==> src/rtl/wb_arbiter2.sv <==
// Two-master, one-slave Wishbone B4 classic arbiter with round-robin grant held
// for a whole cyc burst, plus a watchdog that aborts hung slave cycles.
module wb_arbiter2 #(
  parameter int AW      = 32,
  parameter int DW      = 32,
  parameter int TIMEOUT = 256
) (
  input  logic            clk_i,
  input  logic            rst_ni,
  input  logic            m0_cyc_i,
  input  logic            m0_stb_i,
  input  logic            m0_we_i,
  input  logic [DW/8-1:0] m0_sel_i,
  input  logic [AW-1:0]   m0_adr_i,
  input  logic [DW-1:0]   m0_dat_i,
  output logic [DW-1:0]   m0_dat_o,
  output logic            m0_ack_o,
  output logic            m0_err_o,
  input  logic            m1_cyc_i,
  input  logic            m1_stb_i,
  input  logic            m1_we_i,
  input  logic [DW/8-1:0] m1_sel_i,
  input  logic [AW-1:0]   m1_adr_i,
  input  logic [DW-1:0]   m1_dat_i,
  output logic [DW-1:0]   m1_dat_o,
  output logic            m1_ack_o,
  output logic            m1_err_o,
  output logic            wbs_cyc_o,
  output logic            wbs_stb_o,
  output logic            wbs_we_o,
  output logic [DW/8-1:0] wbs_sel_o,
  output logic [AW-1:0]   wbs_adr_o,
  output logic [DW-1:0]   wbs_dat_o,
  input  logic [DW-1:0]   wbs_dat_i,
  input  logic            wbs_ack_i,
  input  logic            wbs_err_i,
  output logic [1:0]      grant_o,
  output logic [1:0]      state_o
);

  // Handshake: a beat completes in a cycle where wbs_stb_o=1 and the slave
  // raises ack or err; err has priority, and ack/err seen while wbs_stb_o=0
  // are dropped. The grant stays with the owner until its cyc falls.
  localparam int WDW = (TIMEOUT > 0) ? $clog2(TIMEOUT + 1) : 1;
  localparam logic [WDW-1:0] TMAX = WDW'(TIMEOUT);

  typedef enum logic [1:0] {S_IDLE = 2'd0, S_GRANT = 2'd1, S_ABORT = 2'd2} state_t;

  state_t         state_q, state_d;
  logic           owner_q, owner_d;
  logic           last_q, last_d;
  logic [WDW-1:0] wd_q, wd_d;
  logic           own_cyc, own_stb;
  logic           fwd_ack, fwd_err;

  assign own_cyc  = owner_q ? m1_cyc_i : m0_cyc_i;
  assign own_stb  = owner_q ? m1_stb_i : m0_stb_i;
  assign m0_dat_o = wbs_dat_i;
  assign m1_dat_o = wbs_dat_i;
  assign state_o  = state_q;

  always_ff @(posedge clk_i or negedge rst_ni) begin
    if (!rst_ni) begin
      state_q <= S_IDLE;
      owner_q <= 1'b0;
      last_q  <= 1'b1;
      wd_q    <= '0;
    end else begin
      state_q <= state_d;
      owner_q <= owner_d;
      last_q  <= last_d;
      wd_q    <= wd_d;
    end
  end

  always_comb begin
    state_d = state_q;
    owner_d = owner_q;
    last_d  = last_q;
    wd_d    = '0;
    case (state_q)
      S_IDLE: begin
        if (m0_cyc_i || m1_cyc_i) begin
          state_d = S_GRANT;
          owner_d = (m0_cyc_i && m1_cyc_i) ? ~last_q : m1_cyc_i;
        end
      end
      S_GRANT: begin
        if (!own_cyc) begin
          state_d = S_IDLE;
          last_d  = owner_q;
        end else if (TIMEOUT > 0 && own_stb && !wbs_ack_i && !wbs_err_i) begin
          wd_d = (wd_q == TMAX) ? wd_q : wd_q + WDW'(1);
          if (wd_d == TMAX) state_d = S_ABORT;
        end
      end
      S_ABORT: begin
        // wd_q still holds TMAX on the first abort cycle only; it drives the err pulse.
        if (!own_cyc) begin
          state_d = S_IDLE;
          last_d  = owner_q;
        end
      end
      default: state_d = S_IDLE;
    endcase
  end

  always_comb begin
    wbs_cyc_o = 1'b0;
    wbs_stb_o = 1'b0;
    wbs_we_o  = 1'b0;
    wbs_sel_o = '0;
    wbs_adr_o = '0;
    wbs_dat_o = '0;
    grant_o   = 2'b00;
    fwd_ack   = 1'b0;
    fwd_err   = 1'b0;
    case (state_q)
      S_GRANT: begin
        wbs_cyc_o = own_cyc;
        wbs_stb_o = own_stb;
        wbs_we_o  = owner_q ? m1_we_i  : m0_we_i;
        wbs_sel_o = owner_q ? m1_sel_i : m0_sel_i;
        wbs_adr_o = owner_q ? m1_adr_i : m0_adr_i;
        wbs_dat_o = owner_q ? m1_dat_i : m0_dat_i;
        grant_o   = owner_q ? 2'b10 : 2'b01;
        fwd_err   = own_stb & wbs_err_i;
        fwd_ack   = own_stb & wbs_ack_i & ~wbs_err_i;
      end
      S_ABORT: begin
        grant_o = owner_q ? 2'b10 : 2'b01;
        fwd_err = (wd_q == TMAX);
      end
      default: ;
    endcase
    m0_ack_o = fwd_ack & ~owner_q;
    m1_ack_o = fwd_ack & owner_q;
    m0_err_o = fwd_err & ~owner_q;
    m1_err_o = fwd_err & owner_q;
  end

endmodule

==> config.mk <==
export PLATFORM = sky130hd
export DESIGN_NAME = wb_arbiter2
export DESIGN_NICKNAME = d
export VERILOG_FILES = /design/src/rtl/wb_arbiter2.sv
export SDC_FILE = /design/constraint.sdc
export NUM_CORES = 1
export LEC_CHECK = 0
export ABC_AREA = 1
export CORE_AREA = 2 2 126 128
export DETAILED_ROUTE_END_ITERATION = 8
export DIE_AREA = 0 0 128 130
export PLACE_DENSITY = 0.61
export SKIP_CTS_REPAIR_TIMING = 1
export SLEW_MARGIN = 30
export SYNTH_ARGS = -nofsm -noshare
export SYNTH_HDL_FRONTEND = slang
export SYNTH_SLANG_ARGS = --single-unit
==> constraint.sdc <==
create_clock -name clk_i -period 2.1 [get_ports clk_i]
set_input_delay 0.42 -clock clk_i [delete_from_list [all_inputs] [get_ports clk_i]]
set_output_delay 0.42 -clock clk_i [all_outputs]
set_load 0.02 [all_outputs]
Word-level counts from Yosys, hierarchy flattened

Cells that the tools add are included.

Flip-flop bits (word level): 13
Output and inout port bits: 143
Word-level logic and storage cells: 62

Mux-type cells: 27
$add $sub $neg: 1
Equal/unequal tests: 8
Reduce and logical (&&, ||, !) cells: 11
Bitwise operators: 11

Operators by type and width:

| operator            | number |
|---|---|
| $mux 32             | 4 |
| $mux 9              | 4 |
| $eq 9x9->1 const B  | 2 |
| $mux 2              | 7 |
| $add 9x1->9 const B | 1 |
| $mux 1              | 8 |
| $mux 4              | 2 |
| $and 1x1->1         | 7 |
| $ne 3x3->1 const B  | 2 |
| $pmux 2 s3          | 1 |
| $ne 2x2->1 const B  | 2 |
| $not 1->1           | 4 |
| $reduce_and 2->1    | 2 |
| $reduce_and 4->1    | 1 |
| $logic_and 1x1->1   | 3 |
| $eq 2x1->1 const B  | 1 |
| $eq 2x2->1 const B  | 1 |
| $logic_not 1->1     | 2 |
| $logic_not 2->1     | 1 |
| $pmux 1 s2          | 1 |
| $reduce_or 2->1     | 1 |
| $logic_or 1x1->1    | 1 |

Depth between registers and ports, before layout

Gate-level depths: netlist of run 1.

Word-level depth: 7
Mapped depth: 14
Gate-level depth less buffers: 14

Worst setup path before layout of run 1

No wires, ideal clock.

Path type: flip-flop to output port
Start: register state_q[1], in the netlist state_o[1]
End: output m0_err_o
Path buffers: 0
Arrival: 1786 ps
Setup slack: -106 ps
Stages on the path, launching flop included: 8
Cell sequence: dfrtp_1 inv_1 ha_1 inv_1 nor2_1 a32o_1 nand2_1 nor2_1

Longest elaborated chain between the ends: 3

Ends and longest elaborated chain:

| item                                            | RTL line | RTL |
|---|---|---|
| from (decl)                                     | 49       | `state_t state_q, state_d;` |
| from (signal assigned)                          | 69       | `state_q <= state_d;` |
| $eq 2x2->1 / $eq 2x1->1 (equally long branches) | 118      | `case (state_q)` |
| $pmux 1 s2 (*)                                  | 118      |  |
| $and 1x1->1 (*)                                 | 138      | `m0_err_o = fwd_err & ~owner_q;` |
| to (decl)                                       | 18       | `output logic m0_err_o,` |

Every way passes the cells marked *; elsewhere a longest branch is shown, timed or not.

Worst setup path after layout of run 1

Start: register state_q[1], in the netlist state_o[1]
End: output wbs_adr_o[7]

Longest elaborated chain between the ends: 2

Ends and longest elaborated chain:

| item       | RTL line | RTL |
|---|---|---|
| $eq 2x1->1 | 118      |  |
| $mux 32    | 118      |  |
| to (decl)  | 32       | `output logic [AW-1:0] wbs_adr_o,` |

Every way passes these cells.

==> results.ini, run 1 <==
[grt]
use_met3_pct=2.83
first_global_vias=2770
grt_start_max_net_pins=44
met2_usage_pct=18.3
grt_use_met1_pct=15.6
gr-total-overflow=0
grtUsageTotal_pct=11.6
grt_pass1_wl_um=15400
grt.busiest_layer=met2
antenna_found_initial=0

[placement]
place_area_um2=4580
port_buffers=224
place_ws_ps=-539
place.gp.congestion=0.764
dpl.hpwl_um=8730
place_inst=784

[outcome]
violations=setup timing
status=complete, but fails checks

[floorplan]
io_pins=321
die-area_um2=16600
start_util_pct=15.2
rows=46
coreArea_um2=15400
fp.dieW_um=128
die_h_um=130

[logic_synthesis]
synth-async-reset-ratio_pct=100
yosysWarnings=0
synth_edf_count=0
synth_area_leaders=nor2_1 (25%), buf_4 (21%), o21ai_0 (15%)
ys_seq_area_share_pct=14.0
syn-instance-count=418
syn-num-nets=601
synth_common_cells=nor2_1 (158), o21ai_0 (72), buf_4 (64), nand2_1 (28), clkbuf_1 (20)
synth.cell_area_um2=2340
synthMostInstantiatedCell=nor2_1
synth_top_area_cell=nor2_1
synth.distinct_cells=25
ys.flop_type=dfrtp_1
syn_avg_cell_area_um2=5.59
synth_top_area_share_pct=25.4
yosys_register_bits=13

[setup_path]
timing.critical_path.buf_inv=5
path_class=register to output port
max_stage_delay_ps=390
setup.worst_path.start=state_o[1]
crit_arrival_ps=1700
required_ps=1680
crit_cells=8
r2r_cells=14
critPathCaptureType=output port
cpMostUsedCell=buf_12
critPathMaxFanout=6
critPathTopFamily=buffers and inverters
rrSetupSlack_ps=360
r2r_end=state_o[0]
critPathSlowestCell=dfrtp_1
crit_path_start_kind=register
regToRegStartpoint=wd_q[0]
path_cells=inv_2 -> ha_4 -> buf_8 -> buf_12 -> buf_12 -> o21ai_0 -> nor2_1 -> buf_4
crit_end=wbs_adr_o[7]

[clocking]
tritoncts=done
htreeDepth=1
clock_sinks=13
cts_buffers=3
root_buffer=clkbuf_16
clock_latency_ps=240
clk_pin_slew_worst_paths_ps=40
clockBufferDepth=2

[finish]
finalInstanceArea_um2=4860
final_cells=800
utilization_pct=31.5
layout-drive-gt1-share_pct=18.3
syn_to_final_growth_pct=108
antennaDiodeCount=0
nNetsFinal=792

[power]
p_leak_nw=2.72
powerDensity_nw_per_um2=1150
peakVddDrop_v=0.000467

[sta]
hold_violations=0
fmax_mhz=472
timing.final.ws_setup_ps=-16.6
min_period_over_period_pct=101
hold_ws_ps=472
post-route-min-period_ps=2120
tightestPinTransition_ps=609
skew_ps=1.31
max-slew-margin-rel_pct=59.3
setup-violations-final=3
rsz0062_at_grt=true
drv_slew=0

[route]
first_pass_iters=4
via_count=3193
finalWirelength_um=11800
drcViolationCount=0
drtIter0Drc=115
wl_per_cell_um=14.7
drt-vias-per-instance=3.99
drtAntennaViolNets=0

[flow_run]
cap_violations=0

[min_path]
worstHoldPathType=register to register

[stage by stage]
stage	setup TNS, ps	total power, mW
final	-18.3	5.57
after global routing	-601	6.00
after CTS	-28140	5.36
after detailed placement	-9190	4.97
after global placement	-7370	4.99
after floorplan	0	2.73
[cells in the final DEF (no fill, tap or decap), types with 3 or more instances in the layout]
cell,synthesis,final
a21oi_1,3,3
buf_12,0,5
buf_2,0,3
buf_4,64,54
buf_6,1,5
clkbuf_16,0,6
clkbuf_2,0,12
clkdlybuf4s50_1,0,145
dfrtp_1,12,11
dlymetal6s2s_1,0,43
ha_1,5,4
inv_1,18,17
inv_2,3,4
nand2_1,28,28
nand2_2,6,6
nand3_1,9,9
nor2_1,158,157
nor2_4,2,3
o21ai_0,72,63
o21ai_1,1,6
o21ai_2,0,3
xor2_1,4,4
[cell type report]
class	count	area (um2)
Fill cell	1703	10600
Timing Repair Buffer	272	2730
Multi-Input combinational cell	298	1400
Sequential cell	13	328
Tap cell	192	240
Clock buffer	4	78.8
Inverter	21	78.8
[layer usage]
layer | wire, um | up-vias
met1 | 5060 | 1408
met3 | 834 | 33
met2 | 5490 | 113
li1 | - | 1639
met4 | 365 | 0
met5 | 0 | -
[logic make-up (layout without fill, tap and decap cells)]
logic type      Yosys count  count (layout)  synth area share [%]
compound gates           79              79                  17.5
fa+ha+maj                 5               5                  2.68
flops                    13              13                  14.0
buf+inv                 107             297                  27.8
xor+xnor                  4               4                  1.50
simple gates            210             210                  36.6
[worst min path at each step]
| stage | startpoint | endpoint | slack (ps) | depth (start not counted) |
|---|---|---|---|---|
| finish | last_q | last_q | 470 | 2 |
| global route | last_q | last_q | 540 | 2 |
| CTS | last_q | last_q | 470 | 2 |
| detailed placement | last_q | last_q | 470 | 2 |
| global placement | last_q | last_q | 460 | 2 |
| floorplan | rst_ni | owner_q | 120 | 0 |
[sequential cells by signal, indices dropped and copies added (netlist names)]
register / count
last_q: 1
wd_q: 9
owner_q: 1
state_o: 2
[power breakdown]
part / switching (mW) / internal [mW]
sequential: 0.0405 / 0.298
combinational: 2.68 / 2.19
clock: 0.103 / 0.256
[worst register-to-register path, delay by kind of cell, from the launching register on]
kind,cells,cell delay [ps]
fa+ha+maj,1,210
buf+inv,2,210
flops,1,380
simple gates,11,820
Power figures use the tool's default switching activity.
==> inputs of run 2 (changes only) <==
- ABC_CLOCK_PERIOD_IN_PS: not set -> 2100
- CTS_CLUSTER_SIZE: not set -> 28
==> results of run 2 <==
No change in the layout: final DEF, timing and power equal those of run 1.
